<file path="src/rtl/dm_access_unit.sv">
// dm_access_unit: initiator side of the data-memory bus driven by the CPU
// memory stage. Accepts one load/store at a time, builds the word-aligned bus
// access, waits for mem_ready, extends load data and returns one response.
// Misaligned or out-of-range requests are answered with an exception code
// without any bus activity.
//
// Optional build macro: DM_ACCESS_TRACE_EN (simulation trace of committed
// stores and faulting accesses).
//
// Ports:
//   clk, reset (async, active low)
//   req_valid/req_ready, req_op, req_addr, req_wdata, req_pc : request
//   resp_valid/resp_ready, resp_rdata, resp_exc             : response
//   m_data_addr, m_data_wdata, m_data_byteen, m_inst_addr    : bus outputs
//   m_data_rdata, mem_ready                                  : bus inputs
//
// state | meaning
// IDLE  | ready for a request
// LOAD  | read access on the bus, waiting for mem_ready
// STORE | write access on the bus, waiting for mem_ready
// RESP  | response presented, waiting for resp_ready
module dm_access_unit #(
   parameter logic [31:0] DM_BASE  = 32'h0000_0000,
   parameter int          DM_WORDS = 4096
) (
   input  logic        clk,
   input  logic        reset,
   input  logic        req_valid,
   output logic        req_ready,
   input  logic [2:0]  req_op,
   input  logic [31:0] req_addr,
   input  logic [31:0] req_wdata,
   input  logic [31:0] req_pc,
   output logic        resp_valid,
   input  logic        resp_ready,
   output logic [31:0] resp_rdata,
   output logic [4:0]  resp_exc,
   output logic [31:0] m_data_addr,
   output logic [31:0] m_data_wdata,
   output logic [3:0]  m_data_byteen,
   input  logic [31:0] m_data_rdata,
   input  logic        mem_ready,
   output logic [31:0] m_inst_addr
);

   typedef enum logic [1:0] {IDLE, LOAD, STORE, RESP} state_t;

   localparam logic [2:0] OP_LW  = 3'd0;
   localparam logic [2:0] OP_LH  = 3'd1;
   localparam logic [2:0] OP_LHU = 3'd2;
   localparam logic [2:0] OP_LB  = 3'd3;
   localparam logic [2:0] OP_LBU = 3'd4;
   localparam logic [2:0] OP_SW  = 3'd5;
   localparam logic [2:0] OP_SH  = 3'd6;
   localparam logic [2:0] OP_SB  = 3'd7;

   localparam logic [4:0]  EXC_ADEL = 5'd4;
   localparam logic [4:0]  EXC_ADES = 5'd5;
   localparam logic [32:0] DM_SPAN  = 33'(DM_WORDS) * 33'd4;

   state_t      state, state_nxt;
   logic [31:0] addr_q, wdata_q, pc_q, rdata_q;
   logic [2:0]  op_q;
   logic [4:0]  exc_q;

   logic        misalign, out_of_range, fault;
   logic [32:0] offset;
   logic [4:0]  fault_code;
   logic [3:0]  be_lanes;
   logic [31:0] wdata_lanes, load_ext;
   logic [15:0] half_sel;
   logic [7:0]  byte_sel;

   // The offset is computed one bit wider so an address below DM_BASE borrows
   // into bit 32 and fails the span compare; there is no wrap into range.
   always_comb begin
      misalign = 1'b0;
      case (req_op)
         OP_LW, OP_SW:          misalign = (req_addr[1:0] != 2'b00);
         OP_LH, OP_LHU, OP_SH:  misalign = req_addr[0];
         default:               misalign = 1'b0;
      endcase
      offset       = {1'b0, req_addr} - {1'b0, DM_BASE};
      out_of_range = (offset >= DM_SPAN);
      fault        = misalign | out_of_range;
      fault_code   = (req_op >= OP_SW) ? EXC_ADES : EXC_ADEL;
   end

   always_comb begin
      be_lanes    = 4'b0000;
      wdata_lanes = wdata_q;
      case (op_q)
         OP_SW: be_lanes = 4'b1111;
         OP_SH: begin
            be_lanes    = addr_q[1] ? 4'b1100 : 4'b0011;
            wdata_lanes = {2{wdata_q[15:0]}};
         end
         OP_SB: begin
            be_lanes    = 4'b0001 << addr_q[1:0];
            wdata_lanes = {4{wdata_q[7:0]}};
         end
         default: be_lanes = 4'b0000;
      endcase
   end

   always_comb begin
      half_sel = addr_q[1] ? m_data_rdata[31:16] : m_data_rdata[15:0];
      case (addr_q[1:0])
         2'd0:    byte_sel = m_data_rdata[7:0];
         2'd1:    byte_sel = m_data_rdata[15:8];
         2'd2:    byte_sel = m_data_rdata[23:16];
         default: byte_sel = m_data_rdata[31:24];
      endcase
      load_ext = m_data_rdata;
      case (op_q)
         OP_LH:   load_ext = {{16{half_sel[15]}}, half_sel};
         OP_LHU:  load_ext = {16'h0000, half_sel};
         OP_LB:   load_ext = {{24{byte_sel[7]}}, byte_sel};
         OP_LBU:  load_ext = {24'h000000, byte_sel};
         default: load_ext = m_data_rdata;
      endcase
   end

   always_ff @(posedge clk or negedge reset) begin
      if (!reset) state <= IDLE;
      else        state <= state_nxt;
   end

   always_comb begin
      state_nxt     = state;
      req_ready     = 1'b0;
      resp_valid    = 1'b0;
      m_data_byteen = 4'b0000;
      case (state)
         IDLE: begin
            req_ready = 1'b1;
            if (req_valid) begin
               if (fault)               state_nxt = RESP;
               else if (req_op >= OP_SW) state_nxt = STORE;
               else                     state_nxt = LOAD;
            end
         end
         LOAD:  if (mem_ready) state_nxt = RESP;
         STORE: begin
            m_data_byteen = be_lanes;
            if (mem_ready) state_nxt = RESP;
         end
         RESP: begin
            resp_valid = 1'b1;
            if (resp_ready) state_nxt = IDLE;
         end
         default: state_nxt = IDLE;
      endcase
   end

   always_ff @(posedge clk or negedge reset) begin
      if (!reset) begin
         addr_q  <= 32'h0;
         wdata_q <= 32'h0;
         pc_q    <= 32'h0;
         op_q    <= OP_LW;
         rdata_q <= 32'h0;
         exc_q   <= 5'd0;
      end else begin
         case (state)
            IDLE: if (req_valid) begin
               addr_q  <= req_addr;
               wdata_q <= req_wdata;
               pc_q    <= req_pc;
               op_q    <= req_op;
               rdata_q <= 32'h0;
               exc_q   <= fault ? fault_code : 5'd0;
            end
            LOAD: if (mem_ready) rdata_q <= load_ext;
            default: ;
         endcase
      end
   end

   assign m_data_addr  = {addr_q[31:2], 2'b00};
   assign m_data_wdata = wdata_lanes;
   assign m_inst_addr  = pc_q;
   assign resp_rdata   = rdata_q;
   assign resp_exc     = exc_q;

`ifdef DM_ACCESS_TRACE_EN
   logic [31:0] merged_word;

   always_comb begin
      merged_word = m_data_rdata;
      for (int b = 0; b < 4; b++)
         if (be_lanes[b]) merged_word[8*b +: 8] = wdata_lanes[8*b +: 8];
   end

   always @(posedge clk) begin
      if (reset) begin
         if (state == STORE && mem_ready)
            $display("@%h: *%h <= %h", m_inst_addr, m_data_addr, merged_word);
         if (state == IDLE && req_valid && fault)
            $display("@%h: exc %d", req_pc, fault_code);
      end
   end
`else
   // Trace disabled: no simulation output from this unit.
`endif

endmodule

</file>
<file path="config.mk">
export PLATFORM = sky130hd
export DESIGN_NAME = dm_access_unit
export DESIGN_NICKNAME = d
export VERILOG_FILES = /design/src/rtl/dm_access_unit.sv
export SDC_FILE = /design/constraint.sdc
export NUM_CORES = 1
export LEC_CHECK = 0
export BUFFER_PORTS_ARGS = -buffer_cell sky130_fd_sc_hd__clkbuf_2
export CAP_MARGIN = 20
export CORE_AREA = 2 2 120 122
export CTS_CLUSTER_SIZE = 12
export DETAILED_ROUTE_END_ITERATION = 6
export DIE_AREA = 0 0 122 124
export PLACE_DENSITY = 0.92
export SLEW_MARGIN = 40
export SYNTH_ARGS = -nofsm -noshare
export SYNTH_HDL_FRONTEND = slang
export SYNTH_SLANG_ARGS = --single-unit
</file>
<file path="constraint.sdc">
create_clock -name clk -period 2.2 [get_ports clk]
set_input_delay 0.44 -clock clk [delete_from_list [all_inputs] [get_ports clk]]
set_output_delay 0.44 -clock clk [all_outputs]
set_load 0.02 [all_outputs]
</file>
==> summary.md <==
The endpoint identified for the worst register-to-register timing path is resp_rdata[20]. The tools report the via count of the first global-routing pass as 5434. The run finished with clean final reports.

For this block, the initial DRC count from the detailed router was 269. The global-route usage over all layers was 0.230; the worst reg-to-reg path cell count was 6. The critical path buffer and inverter count is 1. The end point of the critical path was m_data_wdata[21]. After global routing the overflow that remains totals 0. During synthesis, Yosys emitted a total of 0 warnings. Max-cap violations in this run came to 0.

Pin placement for this block handled 275 I/O pins. Sequential fraction of the synthesis area: 0.506. The largest net degree at the start of global routing was 68; the synthesized area was 6680 µm².

The critical path runs through a total of 3 cells. After synthesis, the cell types taking the most area are sky130_fd_sc_hd__dfrtp_1 51%, sky130_fd_sc_hd__mux2_2 20%, sky130_fd_sc_hd__buf_4 5.8%. In this run the tool buffered the top-level ports with 269 buffer cells.

The final layout contains routed wiring with a total length of 17500 µm. For the number of DRC violations after detailed routing, the log shows 0. For flop-to-flop paths, the worst setup slack is 0.24 ns.

TritonCTS built the clock tree. The number of buffers inserted during clock tree synthesis was 17. The final core utilization was 0.628; the insertion delay to the later sink of the worst-skew pair was 0.41 ns. Prior to clock tree synthesis, the placed netlist has a worst setup slack of 0.211 ns.

The data arrival at the endpoint of the critical path is 1.70 ns. The average instance in the mapped netlist occupies 11.8 µm². The first detailed-routing pass took 5 iterations.

The largest single stage delay on the critical path is 0.49 ns. First-pass GRT wire length: 26800 µm. The signal on the critical path passes through nand2_4, mux2_2, clkbuf_2.

The worst setup path is launched from a flip-flop. The floorplan step defined a die boundary enclosing 15100 µm². The clock transition at the registers of the reported paths is 0.06 ns. The initial core utilization was 0.487. For the fmax, the log shows 467 MHz.

The worst hold path belongs to the class primary input to flip-flop. The die width was 122 µm. The worst reg2reg path startpoint was state[0]. The area inside the core boundary is 13700 µm², and the fraction of registers with async set or reset after synthesis is 1.00.

No sink is reached through more buffers than the 2 on the longest clock path. Setup violations remaining at the end of the flow were counted as 0. Ranked by instance count, the synthesized netlist is headed by 135 x sky130_fd_sc_hd__dfrtp_1, 116 x sky130_fd_sc_hd__mux2_2, 58 x sky130_fd_sc_hd__nand2_1. In this run the core area contains 43 standard-cell rows. After detailed routing, the average wire length per cell comes to 17.6 µm. The number of failing hold endpoints at the final stage was 0.

Once detailed placement completed, the half-perimeter wirelength came to 12900 µm. After technology mapping, the gate count stands at 564. Largest area contributor in the netlist: sky130_fd_sc_hd__dfrtp_1. Data on the critical path is required at its endpoint by 1.76 ns. The post-placement cell area is 7940 µm², and the routed via count divided by cell count is 5.40. The portion of the clock cycle consumed by the worst path in the final layout works out to 0.974. The tree is rooted in a sky130_fd_sc_hd__clkbuf_16.

The number of enable-type register cells in the synthesized netlist was 0; the worst clock skew was 0.00711 ns. The area of the multi-input gates was 2810 µm²; the die boundary height was 124 µm. The number of antenna violations at the first check in global routing was 0; the total inserted antenna cells was 0.

The run gives 0.676 as the worst-case headroom to the max-slew limit. Routability-driven placement finished with a final weighted congestion of 0.838. The final design area excluding fillers was 8620 µm²; the final net count was 937.

The number of vias in the routed layout is 5345. Along the worst path, the maximum fanout reaches 24. VDD sags by at most 0.995 mV. For this design the static power due to leakage is 4.25 nW.

Setup repair after global routing could not meet its margin everywhere. The completed layout was analyzed and its total power is 0.0144 W. For this run, the leading register cell type out of synthesis is sky130_fd_sc_hd__dfrtp_1. The distinct cell type count after synthesis was 46; the filler cell count was 1097.

The area growth from synthesis to layout is 29.0%. STA classifies the critical path endpoint as a primary output. The final sum of negative setup slack is 0 ns.

Slowest cell on the critical path: sky130_fd_sc_hd__dfrtp_2. The fraction of final layout cells with drive strength greater than 1 is 0.557. The tools report the startpoint of the worst setup timing path as op_q[2].

Minimum clock period: 2.14 ns. The critical path's top delay family is flip-flops. The depth of the CTS H-tree was 4; the total count of max-transition violations in the final report was 0.

At the pin with the least slew margin, the transition time is 0.473 ns. The worst setup path is of the flip-flop to primary output kind. The count of state elements after synthesis was 135; the power density over cell area was 1680 nW/µm². Clock sink count: 135. The final worst slack is 0.0571 ns, and the share of Yosys cell area claimed by the top area cell type is 0.506.

Yosys instantiated no cell more often than sky130_fd_sc_hd__dfrtp_1. In the final layout, flip-flops and latches occupy 3380 µm². For the number of nets with antenna violations after detailed routing, the log shows 0.
area by class of cell:
type,count,area share
Multi-Input combinational cell,353,0.326
Sequential cell,135,0.393
Clock inverter,13,0.0193
Clock buffer,19,0.0526
Timing Repair Buffer,286,0.182
Inverter,4,0.00174
Tap cell,180,0.0261
where the power goes:
part	switching [W]	internal, W	total (W)
Sequential	0.000849	0.00367	0.00452
Combinational	0.00406	0.00291	0.00697
Clock	0.00111	0.00185	0.00296
registers in the layout, summed over array words and instances, names as in the netlist:
| register | count |
|---|---|
| wdata_q | 32 |
| resp_exc | 2 |
| resp_rdata | 32 |
| m_inst_addr | 32 |
| op_q | 3 |
| addr_q | 32 |
| state | 2 |
layout by cell type (no fill, tap or decap), drive strengths merged, types with 9 or more instances in the layout:
cell	n
clkbuf	285
dfrtp	135
mux2	116
nand2	59
o21ai	32
mux2i	26
nor2	23
buf	19
a21oi	15
o21a	9
per-stage QoR:
stage,std cells,hold slack (ns)
6_report,990,0.256
5_1_grt,990,0.240
4_1_cts,988,0.241
3_5_place_dp,955,0.358
3_3_place_gp,955,0.359
2_1_floorplan,568,0.144
per-layer routing:
layer  track usage  vias up  wire length, µm
li1              -     2416                -
met5             0        -                0
met3        0.0733       45             1480
met2         0.395      314             8750
met1         0.264     2570             6680
met4         0.101        0              550
kinds of logic (layout without fill, tap and decap cells):
logic type,after synthesis,count (layout),share of synthesized area
AO/OA/AOI/OAI,87,87,0.0882
XOR/XNOR,3,3,0.00674
multiplexers,142,142,0.234
adder cells (fa/ha/maj),4,4,0.00749
other,1,5,0.000561
AND/OR/NAND/NOR,112,112,0.0779
buffers and inverters,80,322,0.0790
flip-flops,135,135,0.506
how the worst min path moves through the flow:
| stage | startpoint | endpoint | slack, ns | cells after the start |
|---|---|---|---|---|
| after floorplan | reset | addr_q[0] | 0.14 | 0 |
| after global placement | reset | resp_rdata[19] | 0.36 | 1 |
| after detailed placement | reset | resp_rdata[19] | 0.36 | 1 |
| after CTS | req_pc[21] | m_inst_addr[21] | 0.24 | 2 |
| after global routing | req_wdata[28] | wdata_q[28] | 0.24 | 2 |
| final | req_wdata[6] | wdata_q[6] | 0.26 | 2 |
what timing repair did:
action	CTS	global route
setup endpoints to repair	28	9
pin swaps	0	1
buffers inserted	0	1
hold buffers	1	0
gates resized for setup	5	7
endpoints found under the hold margin	30	0
(Power assumes the default switching activity.)
